`config.mk`:
```
export PLATFORM = sky130hd
export DESIGN_NAME = sd_cmd_tx
export DESIGN_NICKNAME = d
export VERILOG_FILES = /design/src/rtl/sd_cmd_tx.sv
export SDC_FILE = /design/constraint.sdc
export NUM_CORES = 1
export LEC_CHECK = 0
export CORE_AREA = 10 10 93 95
export DETAILED_ROUTE_END_ITERATION = 16
export DIE_AREA = 0 0 103 105
export GPL_TIMING_DRIVEN = 0
export PLACE_DENSITY = 0.84
export REMOVE_ABC_BUFFERS = 1
export SYNTH_ARGS = -nofsm -noshare
export SYNTH_HDL_FRONTEND = slang
export SYNTH_SLANG_ARGS = --single-unit
```
`constraint.sdc`:
```
create_clock -name clk -period 2.2 [get_ports clk]
set_clock_uncertainty 0.05 [all_clocks]
set_input_delay 0.22 -clock clk [delete_from_list [all_inputs] [get_ports clk]]
set_output_delay 0.22 -clock clk [all_outputs]
set_load 0.05 [all_outputs]
```
`src/rtl/sd_cmd_tx.sv`:
```
// SD CMD-line host command transmitter: serializes start/tx/index/arg/CRC7/end
// one bit per sd_ce strobe, then holds the line released for NCC strobes.
//
// state   | meaning
// IDLE    | ready for a command, line released
// ARMED   | command latched, waiting for the first strobe
// CONTENT | driving the 40 content bits, CRC accumulating
// CRCOUT  | driving the 7 CRC bits from a shift copy
// ENDBIT  | driving the end bit
// GAP     | line released, counting NCC idle strobes
module sd_cmd_tx #(
  parameter int NCC = 8
) (
  input  logic        clk,
  input  logic        reset,
  input  logic        sd_ce,
  input  logic        cmd_valid,
  output logic        cmd_ready,
  input  logic [5:0]  cmd_index,
  input  logic [31:0] cmd_arg,
  output logic        cmd_out,
  output logic        cmd_oe,
  output logic        done,
  output logic [6:0]  crc
);

  localparam int GW = $clog2(NCC + 1);

  typedef enum logic [2:0] {IDLE, ARMED, CONTENT, CRCOUT, ENDBIT, GAP} state_t;

  state_t        state, state_nx;
  logic [39:0]   shreg, shreg_nx;
  logic [6:0]    crc_nx, crc_sh, crc_sh_nx, crc_step;
  logic [5:0]    bitcnt, bitcnt_nx;
  logic [GW-1:0] gapcnt, gapcnt_nx;
  logic          out_nx, oe_nx, ready_nx, done_nx;
  logic          fb;

  assign fb       = crc[6] ^ shreg[39];
  assign crc_step = {crc[5:3], crc[2] ^ fb, crc[1:0], fb};

  always_ff @(posedge clk or negedge reset) begin
    if (!reset) begin
      state     <= IDLE;
      shreg     <= '0;
      crc       <= '0;
      crc_sh    <= '0;
      bitcnt    <= '0;
      gapcnt    <= '0;
      cmd_out   <= 1'b1;
      cmd_oe    <= 1'b0;
      cmd_ready <= 1'b1;
      done      <= 1'b0;
    end else begin
      state     <= state_nx;
      shreg     <= shreg_nx;
      crc       <= crc_nx;
      crc_sh    <= crc_sh_nx;
      bitcnt    <= bitcnt_nx;
      gapcnt    <= gapcnt_nx;
      cmd_out   <= out_nx;
      cmd_oe    <= oe_nx;
      cmd_ready <= ready_nx;
      done      <= done_nx;
    end
  end

  always_comb begin
    state_nx  = state;
    shreg_nx  = shreg;
    crc_nx    = crc;
    crc_sh_nx = crc_sh;
    bitcnt_nx = bitcnt;
    gapcnt_nx = gapcnt;
    out_nx    = cmd_out;
    oe_nx     = cmd_oe;
    ready_nx  = cmd_ready;
    done_nx   = 1'b0;
    case (state)
      IDLE: begin
        if (cmd_valid && cmd_ready) begin
          shreg_nx = {2'b01, cmd_index, cmd_arg};
          crc_nx   = '0;
          ready_nx = 1'b0;
          state_nx = ARMED;
        end
      end
      ARMED, CONTENT: begin
        if (sd_ce) begin
          out_nx    = shreg[39];
          oe_nx     = 1'b1;
          crc_nx    = crc_step;
          shreg_nx  = {shreg[38:0], 1'b0};
          bitcnt_nx = (state == ARMED) ? 6'd1 : bitcnt + 6'd1;
          state_nx  = CONTENT;
          // 40th bit: snapshot the final CRC so crc itself can stay frozen
          if (state == CONTENT && bitcnt == 6'd39) begin
            crc_sh_nx = crc_step;
            bitcnt_nx = '0;
            state_nx  = CRCOUT;
          end
        end
      end
      CRCOUT: begin
        if (sd_ce) begin
          out_nx    = crc_sh[6];
          crc_sh_nx = {crc_sh[5:0], 1'b0};
          bitcnt_nx = bitcnt + 6'd1;
          if (bitcnt == 6'd6) state_nx = ENDBIT;
        end
      end
      ENDBIT: begin
        if (sd_ce) begin
          out_nx    = 1'b1;
          gapcnt_nx = '0;
          state_nx  = GAP;
        end
      end
      GAP: begin
        if (sd_ce) begin
          oe_nx  = 1'b0;
          out_nx = 1'b1;
          if (gapcnt == GW'(NCC - 1)) begin
            done_nx  = 1'b1;
            ready_nx = 1'b1;
            state_nx = IDLE;
          end else begin
            gapcnt_nx = gapcnt + GW'(1);
          end
        end
      end
      default: state_nx = IDLE;
    endcase
  end

endmodule
```
==> out/metrics.cfg, run 1 <==
[run_status]
status=completed

[global_route]
met3_usage_pct=3.69
gr-usage-met2_pct=21.6
grt_pass1_vias=2660
antenna_found_initial=0
grt_pass1_wl_um=12200
grt-busiest-layer=met2
grt_usage_pct=13.7
use_met1_pct=17.7
grt_max_degree=72
overflow=0

[synthesis]
ys_ff_latch=71
synth_top_area_share_pct=48.6
yosys-top-cells-area=dfrtp_1 (49%), mux2i_1 (11%), nand2_1 (6.4%)
synthArstFlopShare_pct=100
synth_area_sq_um=3550
yosysWarnings=0
synth.largest_area_cell=dfrtp_1
synthFlopType=dfrtp_1
synth_cell_types=49
synthCells=339
ys_seq_area_share_pct=50.1
synth_edf_count=0
postSynthAreaPerCell_sq_um=10.5

[placed_design]
dp_hpwl_um=4790
dpl_cell_area_sq_um=4040
gp_congestion=0.796
numPortBuffers=52

[sta]
setup_viol=0
tightest_slew_ns=0.899
finalHoldViolCount=0
fin_crit_sh_pct=96.9
tns_ns=0
slew_headroom_pct=40.1
clock.fmax_mhz=469
final-max-slew-violation-count=0
min_period_ns=2.13

[critical_path]
reg2reg_depth=4
cp-end-kind=flip-flop
critPathArrivalTime_ns=2.31
path_cells=nand2b_4, or2_0, a21oi_4, mux2_2
critPathKind=reg -> reg
crit_fanout=18
rrSetupSlack_ns=0.07
worstSetupEndpoint=crc_sh[3]
slowest_stage=dfrtp_2
rr_endpoint=crc_sh[3]
start_kind=flip-flop
reg2reg_from=state[2]
cp.required_ns=2.37
crit_start=state[2]
slowest_delay_ns=0.57

[clock_network]
cts_setup_buffers=0
root_buffer=clkbuf_8
clk_path_buf_depth=2
path_clk_slew_ns=0.08
cts_tree=yes
htreeDepth=3
clk_latency_ns=0.34
numCtsBuffers=9
cts_sinks=71

[route]
drtIter0Drc=91
drtPass1Iterations=4
viasPerCell=5.59
wl_per_cell_um=15.5
ant_nets=0
routed_wl_um=7230
dr_total_vias=2610
drc_errors=0

[final_layout]
layout-drive-gt1-share_pct=11.9
final_cell_mix=dfrtp_1 (66), nand2_1 (61), clkdlybuf4s50_1 (51), mux2i_1 (38), o21ai_0 (32)
syn_to_final_growth_pct=21.3
design_area_sq_um=4310
final_common_cell=dfrtp_1
diodes=0
final_net_count=427
fin_util_pct=63.8

[min_path]
min_path_type=reg -> reg
min-delay-start=shreg[14]

[floorplanning]
core_area_sq_um=6760
start_util_pct=52.6
die_area_sq_um=10800
die_y_um=105
std_cell_rows=30
ios=53
fp.dieW_um=103

[power_and_ir_drop]
power.total_mw=6.36
ir_drop_mv=0.739
leakage_nw=1.92
powerDensity_nw_per_um2=1470

[flow_run]
drv_cap=0

synth_stat cells (all sizes together) (6+ instances only):
cell type,instances
mux2,13
o21ai,41
a21oi,10
nand3,10
mux2i,38
a22o,6
buf,16
dfrtp,69
nor2,14
xnor2,6
clkbuf,7
nand2,61
worst min path at each step:
stage,end,slack (ns),cells past startpoint
after floorplan,bitcnt[0],-0.13,0
after global placement,shreg[14],0.41,2
after detailed placement,state[1],0.35,1
after CTS,shreg[14],0.44,2
after global routing,shreg[20],0.46,3
final,shreg[14],0.43,2
critical path: cells and delay by family (launching register included):
family          cells  cell delay [ns]
simple gates        2             0.68
flops               1             0.57
mux                 1             0.38
compound gates      1             0.33
sequential cells by signal, summed over array words and instances, names as in the netlist, 3 cells and up:
| name | count |
|---|---|
| crc_sh | 7 |
| shreg | 40 |
| gapcnt | 4 |
| bitcnt | 6 |
| crc | 7 |
| state | 3 |
metrics by stage:
step | hold slack, ns | std cells | worst slack (ns)
2_1_floorplan | -0.126 | 316 | -0.527
3_3_place_gp | 0.411 | 448 | -1.54
3_5_place_dp | 0.349 | 449 | -0.307
4_1_cts | 0.438 | 467 | 0.0186
5_1_grt | 0.460 | 467 | -0.00255
6_report | 0.433 | 467 | 0.0678
area by class of cell:
cell class	instances	area, sq um
multi-input combinational	242	1640
tap	80	100
clock inverter	6	83.8
fill	516	2440
clock buffer	10	138
inverter	4	15.0
sequential	71	1790
timing repair buffer	54	548
report_power, final:
group | switching [mW] | leakage, nW | total [mW] | internal, mW
Clock | 0.491 | 0.116 | 1.16 | 0.666
Combinational | 1.58 | 0.907 | 2.83 | 1.25
Sequential | 0.501 | 0.901 | 2.37 | 1.87
Total | 2.57 | 1.92 | 6.36 | 3.79
routing by layer:
layer,wire [um],vias up
li1,-,1278
met1,3320,1256
met2,3490,69
met3,349,7
met4,59,0
met5,0,-
kinds of logic after synthesis:
logic type                 count (synthesis)  synth area share, %
and+or+nand+nor                          107                 14.4
adders and majority gates                  3                 1.06
DFF                                       71                 50.1
xor gates and xnor gates                   7                 1.94
AOI/OAI and AO/OA                         73                 13.0
muxes                                     51                 14.8
buffers and inverters                     27                 4.68
repair_timing:
item / 4_1_cts / 5_1_grt
resized for setup: 2 / 4
cloned: 1 / 0
hold endpoints to repair: 69 / 0
hold buffers: 1 / 0
pin swaps: 2 / 0
endpoints found under the setup margin: 50 / 38
(Power assumes the default switching activity.)
==> inputs of run 2 (changes only) <==
Settings changed: PLACE_DENSITY 0.84 to 0.77.
==> out/metrics.cfg, run 2 (synthesis results as in run 1) <==
[min_path]
min_path_type=in -> reg
min-delay-start=sd_ce

[critical_path]
critPathArrivalTime_ns=2.26
crit_fanout=64
cp.required_ns=2.40
crit_start=state[1]
reg2reg_from=state[1]
start_kind=flip-flop
critPathKind=reg -> reg
cp-end-kind=flip-flop

[power_and_ir_drop]
ir_drop_mv=0.759
leakage_nw=1.90
p_switching_mw=2.48
powerDensity_nw_per_um2=1430
swShare_pct=40.6
comb_power_share_pct=45.5
p_clk_share_pct=15.9
seqPwrFrac_pct=38.6
internal-power_mw=3.63

[clock_network]
htreeDepth=3
numCtsBuffers=9
clk_latency_ns=0.34
root_buffer=clkbuf_8
cts_tree=yes
clk_path_buf_depth=2
cts_sinks=71
path_clk_slew_ns=0.07
cts_setup_buffers=0

[global_route]
grt_pass1_vias=2641
antenna_found_initial=0
grt_pass1_wl_um=12100
overflow=0
grt_usage_pct=13.7
grt_max_degree=72

[final_layout]
layout-drive-gt1-share_pct=11.2
regMostFlops=shreg
largest_register_ff_count=40
fillers=558
final_net_count=427
syn_to_final_growth_pct=20.0
stdcell_count=465
top_regs=shreg x40, crc x7, crc_sh x7
final_common_cell=dfrtp_1
final_cell_mix=dfrtp_1 (66), nand2_1 (61), clkdlybuf4s50_1 (50), mux2i_1 (38), o21ai_0 (32)
diodes=0

[floorplanning]
start_util_pct=52.6
die_area_sq_um=10800
ios=53
core_area_sq_um=6760
fp.dieW_um=103
die_y_um=105
std_cell_rows=30

[placed_design]
dp_cells=449
numPortBuffers=52
dp_hpwl_um=4680
gp_congestion=0.776

[sta]
tightest_slew_ns=0.958
slew_headroom_pct=36.2
setup_viol=0
finalHoldViolCount=0
min_period_ns=2.06
hold_ws_ns=0.359
grt_setup_unrepaired=false
clock.fmax_mhz=485
tns_ns=0
final-max-slew-violation-count=0
fin_crit_sh_pct=93.7

[route]
drtPass1Iterations=4
ant_nets=0
drc_errors=0
viasPerCell=5.49
wl_per_cell_um=15.1
drtIter0Drc=118
routed_wl_um=7020
dr_total_vias=2552

[run_status]
status=completed

[flow_run]
drv_cap=0

[run 2: power groups by stage]
stage          clock network, mW  logic [mW]  registers (mW)
2_1_floorplan                  0        1.98            2.39
3_3_place_gp                   0        2.66            2.34
3_5_place_dp                   0        2.77            2.35
4_1_cts                     1.00        2.83            2.36
5_1_grt                     1.05        3.14            2.45
6_report                   0.970        2.78            2.36
[run 2: layout make-up]
cell class              count  area (sq um)  area share [%]
flip-flops and latches     71          1790            41.9
multi-input cells         242          1630            38.3
repair buffers             54           551            12.9
clock buffers              14           183            4.28
well taps                  80           100            2.35
inverters                   4          15.0           0.352
[run 2: timing repair]
item | CTS | global route
endpoints found under the setup margin | 53 | 8
pin swaps | 2 | 0
hold endpoints to repair | 69 | 0
cloned | 1 | 0
gates resized for setup | 4 | 3
hold buffers | 1 | 0
[run 2: worst paths after layout]
path | slack [ns] | end | cells after the start
max | 0.14 | crc[0] | 4
min | 0.36 | state[1] | 2
max reg2reg | 0.14 | crc[0] | 4
min reg2reg | 0.43 | shreg[1] | 2
max in group asynchronous | 0.97 | state[2] | 2
min in group asynchronous | 0.47 | state[0] | 2
[run 2: metrics by stage]
| step | util (%) | cell area [sq um] | setup WS (ns) | total power, mW |
|---|---|---|---|---|
| 2_1_floorplan | - | 3400 | -0.527 | 4.37 |
| 3_3_place_gp | 59.5 | 4020 | -1.59 | 5.00 |
| 3_5_place_dp | 59.8 | 4040 | -0.345 | 5.12 |
| 4_1_cts | 63.1 | 4260 | 0.0856 | 6.19 |
| 5_1_grt | 63.1 | 4270 | 0.00161 | 6.64 |
| 6_report | 63.1 | 4270 | 0.138 | 6.12 |
[run 2: critical path: stages (launching register included)]
cell,delay (ns)
dfrtp_2,0.53
nand3b_1,0.24
a221o_2,0.55
buf_12,0.27
o41ai_2,0.32
[run 2: metal layers]
metal,vias to the layer above,share of wire [%],track usage [%]
met1,1214,46,17.1
met4,0,1.5,5.17
met2,49,47,20.9
li1,1279,-,-
met3,10,5.9,4.87
met5,-,0,0
==> inputs of run 3 (changes only) <==
Settings changed: GPL_TIMING_DRIVEN 0 to unset, MAX_ROUTING_LAYER set to met4.
==> out/metrics.cfg, run 3 (synthesis results as in run 1) <==
[global_route]
grt_pass1_vias=2619
met3_usage_pct=3.62
use_met1_pct=18.1
overflow=0
gr-usage-met2_pct=20.9
grt_max_degree=80
grt-busiest-layer=met2
grt_usage_pct=14.2
grt_pass1_wl_um=12200
antenna_found_initial=0

[final_layout]
final_cell_mix=dfrtp_1 (69), nand2_1 (61), clkdlybuf4s50_1 (51), mux2i_1 (38), o21ai_0 (32)
largest_register_ff_count=40
diodes=0
final_common_cell=dfrtp_1
stdcell_count=475
final_net_count=437
fin_util_pct=63.9
layout-drive-gt1-share_pct=12.4
fillers=556
syn_to_final_growth_pct=21.6
top_regs=shreg x40, crc x7, crc_sh x7
regMostFlops=shreg

[route]
ant_nets=0
wl_per_cell_um=15.0
drtPass1Iterations=4
dr_total_vias=2597
routed_wl_um=7140
drc_errors=0
drtIter0Drc=103
viasPerCell=5.47

[floorplanning]
ios=53
die_area_sq_um=10800
std_cell_rows=30
die_y_um=105
start_util_pct=52.6
core_area_sq_um=6760
fp.dieW_um=103

[run_status]
status=completed

[clock_network]
numCtsBuffers=9
root_buffer=clkbuf_8
htreeDepth=3
cts_sinks=71
path_clk_slew_ns=0.07
cts_tree=yes
clk_path_buf_depth=2
clk_latency_ns=0.34
postCtsResizedCells=0

[placed_design]
numPortBuffers=52
dp_hpwl_um=5040
dpl_worst_slack_ns=0.0758
gp_congestion=0.788
dp_cells=460

[critical_path]
critPathKind=reg -> reg
cp-end-kind=flip-flop
slowest_delay_ns=0.66
start_kind=flip-flop
crit_fanout=16
cp.required_ns=2.37
slowest_stage=dfrtp_1
path_cells=and2b_1, nand4_1, a21oi_4, mux2_2
critPathArrivalTime_ns=2.20

[sta]
tns_ns=0
tightest_slew_ns=0.638
grt_setup_unrepaired=false
setup_viol=0
min_period_ns=2.03
finalHoldViolCount=0
fin_crit_sh_pct=92.4
final.setup.worst_slack_ns=0.168
final-max-slew-violation-count=0
slew_headroom_pct=57.5
clock.fmax_mhz=492

[power_and_ir_drop]
swShare_pct=40.5
p_switching_mw=2.50
seqPwrFrac_pct=37.4
ir_drop_mv=1.06
comb_power_share_pct=47.8
internal-power_mw=3.66
p_clk_share_pct=14.8
powerDensity_nw_per_um2=1430
leakage_nw=1.95

[flow_run]
drv_cap=0

[min_path]
min_path_type=in -> async

[run 3: cell types whose count changed in the layout (fill, tap and decap cells not counted), moves of 2 or more]
cell	delta
clkbuf_8	-2
buf_12	+2
dfrtp_2	-2
buf_4	+8
dfrtp_1	+3
[run 3: worst paths after layout]
| check | from | to | slack [ns] | cells after the start |
|---|---|---|---|---|
| max reg2reg | state[1] | crc_sh[1] | 0.17 | 4 |
| min reg2reg | shreg[27] | shreg[27] | 0.43 | 2 |
| max | state[1] | crc_sh[1] | 0.17 | 4 |
| min in group clk | shreg[27] | shreg[27] | 0.43 | 2 |
| min | reset | state[0] | 0.38 | 2 |
| max in group asynchronous | reset | cmd_ready | 1.06 | 3 |
[run 3: final cells by class]
| class | count | area (sq um) | share of cell area (%) |
|---|---|---|---|
| clock buffers | 13 | 159 | 3.68 |
| multi-input cells | 241 | 1610 | 37.2 |
| flip-flops and latches | 71 | 1780 | 41.2 |
| inverters | 4 | 15.0 | 0.348 |
| repair buffers | 65 | 653 | 15.1 |
| well taps | 80 | 100 | 2.32 |
| clock inverters | 1 | 5.00 | 0.116 |
[run 3: repair_timing]
item / CTS / global route
hold buffers: 1 / 0
setup endpoints to repair: 0 / 0
setup buffers: 0 / 0
hold endpoints to repair: 26 / 0
[run 3: stage by stage]
step | total power, mW | hold slack (ns) | instance area, sq um
after floorplan | 4.37 | -0.126 | 3400
after global placement | 5.17 | 0.224 | 4150
after detailed placement | 5.29 | 0.230 | 4150
after CTS | 6.22 | 0.410 | 4320
after global routing | 6.65 | 0.445 | 4320
final | 6.16 | 0.381 | 4320
[run 3: critical path: cells and delay by family (launching register included)]
kind / cells / cell delay, ns
multiplexers: 1 / 0.37
AO/OA/AOI/OAI: 1 / 0.35
flip-flops: 1 / 0.66
AND/OR/NAND/NOR: 2 / 0.48
[run 3: power by group through the flow]
stage               sequential, mW  combinational (mW)  clock [mW]
finish                        2.30                2.94       0.914
global route                  2.38                3.27       0.991
CTS                           2.30                2.99       0.931
detailed placement            2.31                2.98           0
global placement              2.29                2.88           0
floorplan                     2.39                1.98           0
[run 3: layer usage]
layer  vias to the layer above  share of wire, %  wire length (um)
li1                       1291                 -                 -
met1                      1239                47              3330
met2                        55                47              3360
met3                        12               4.4               314
met4                         0               1.9               134
met5                         -                 0                 0
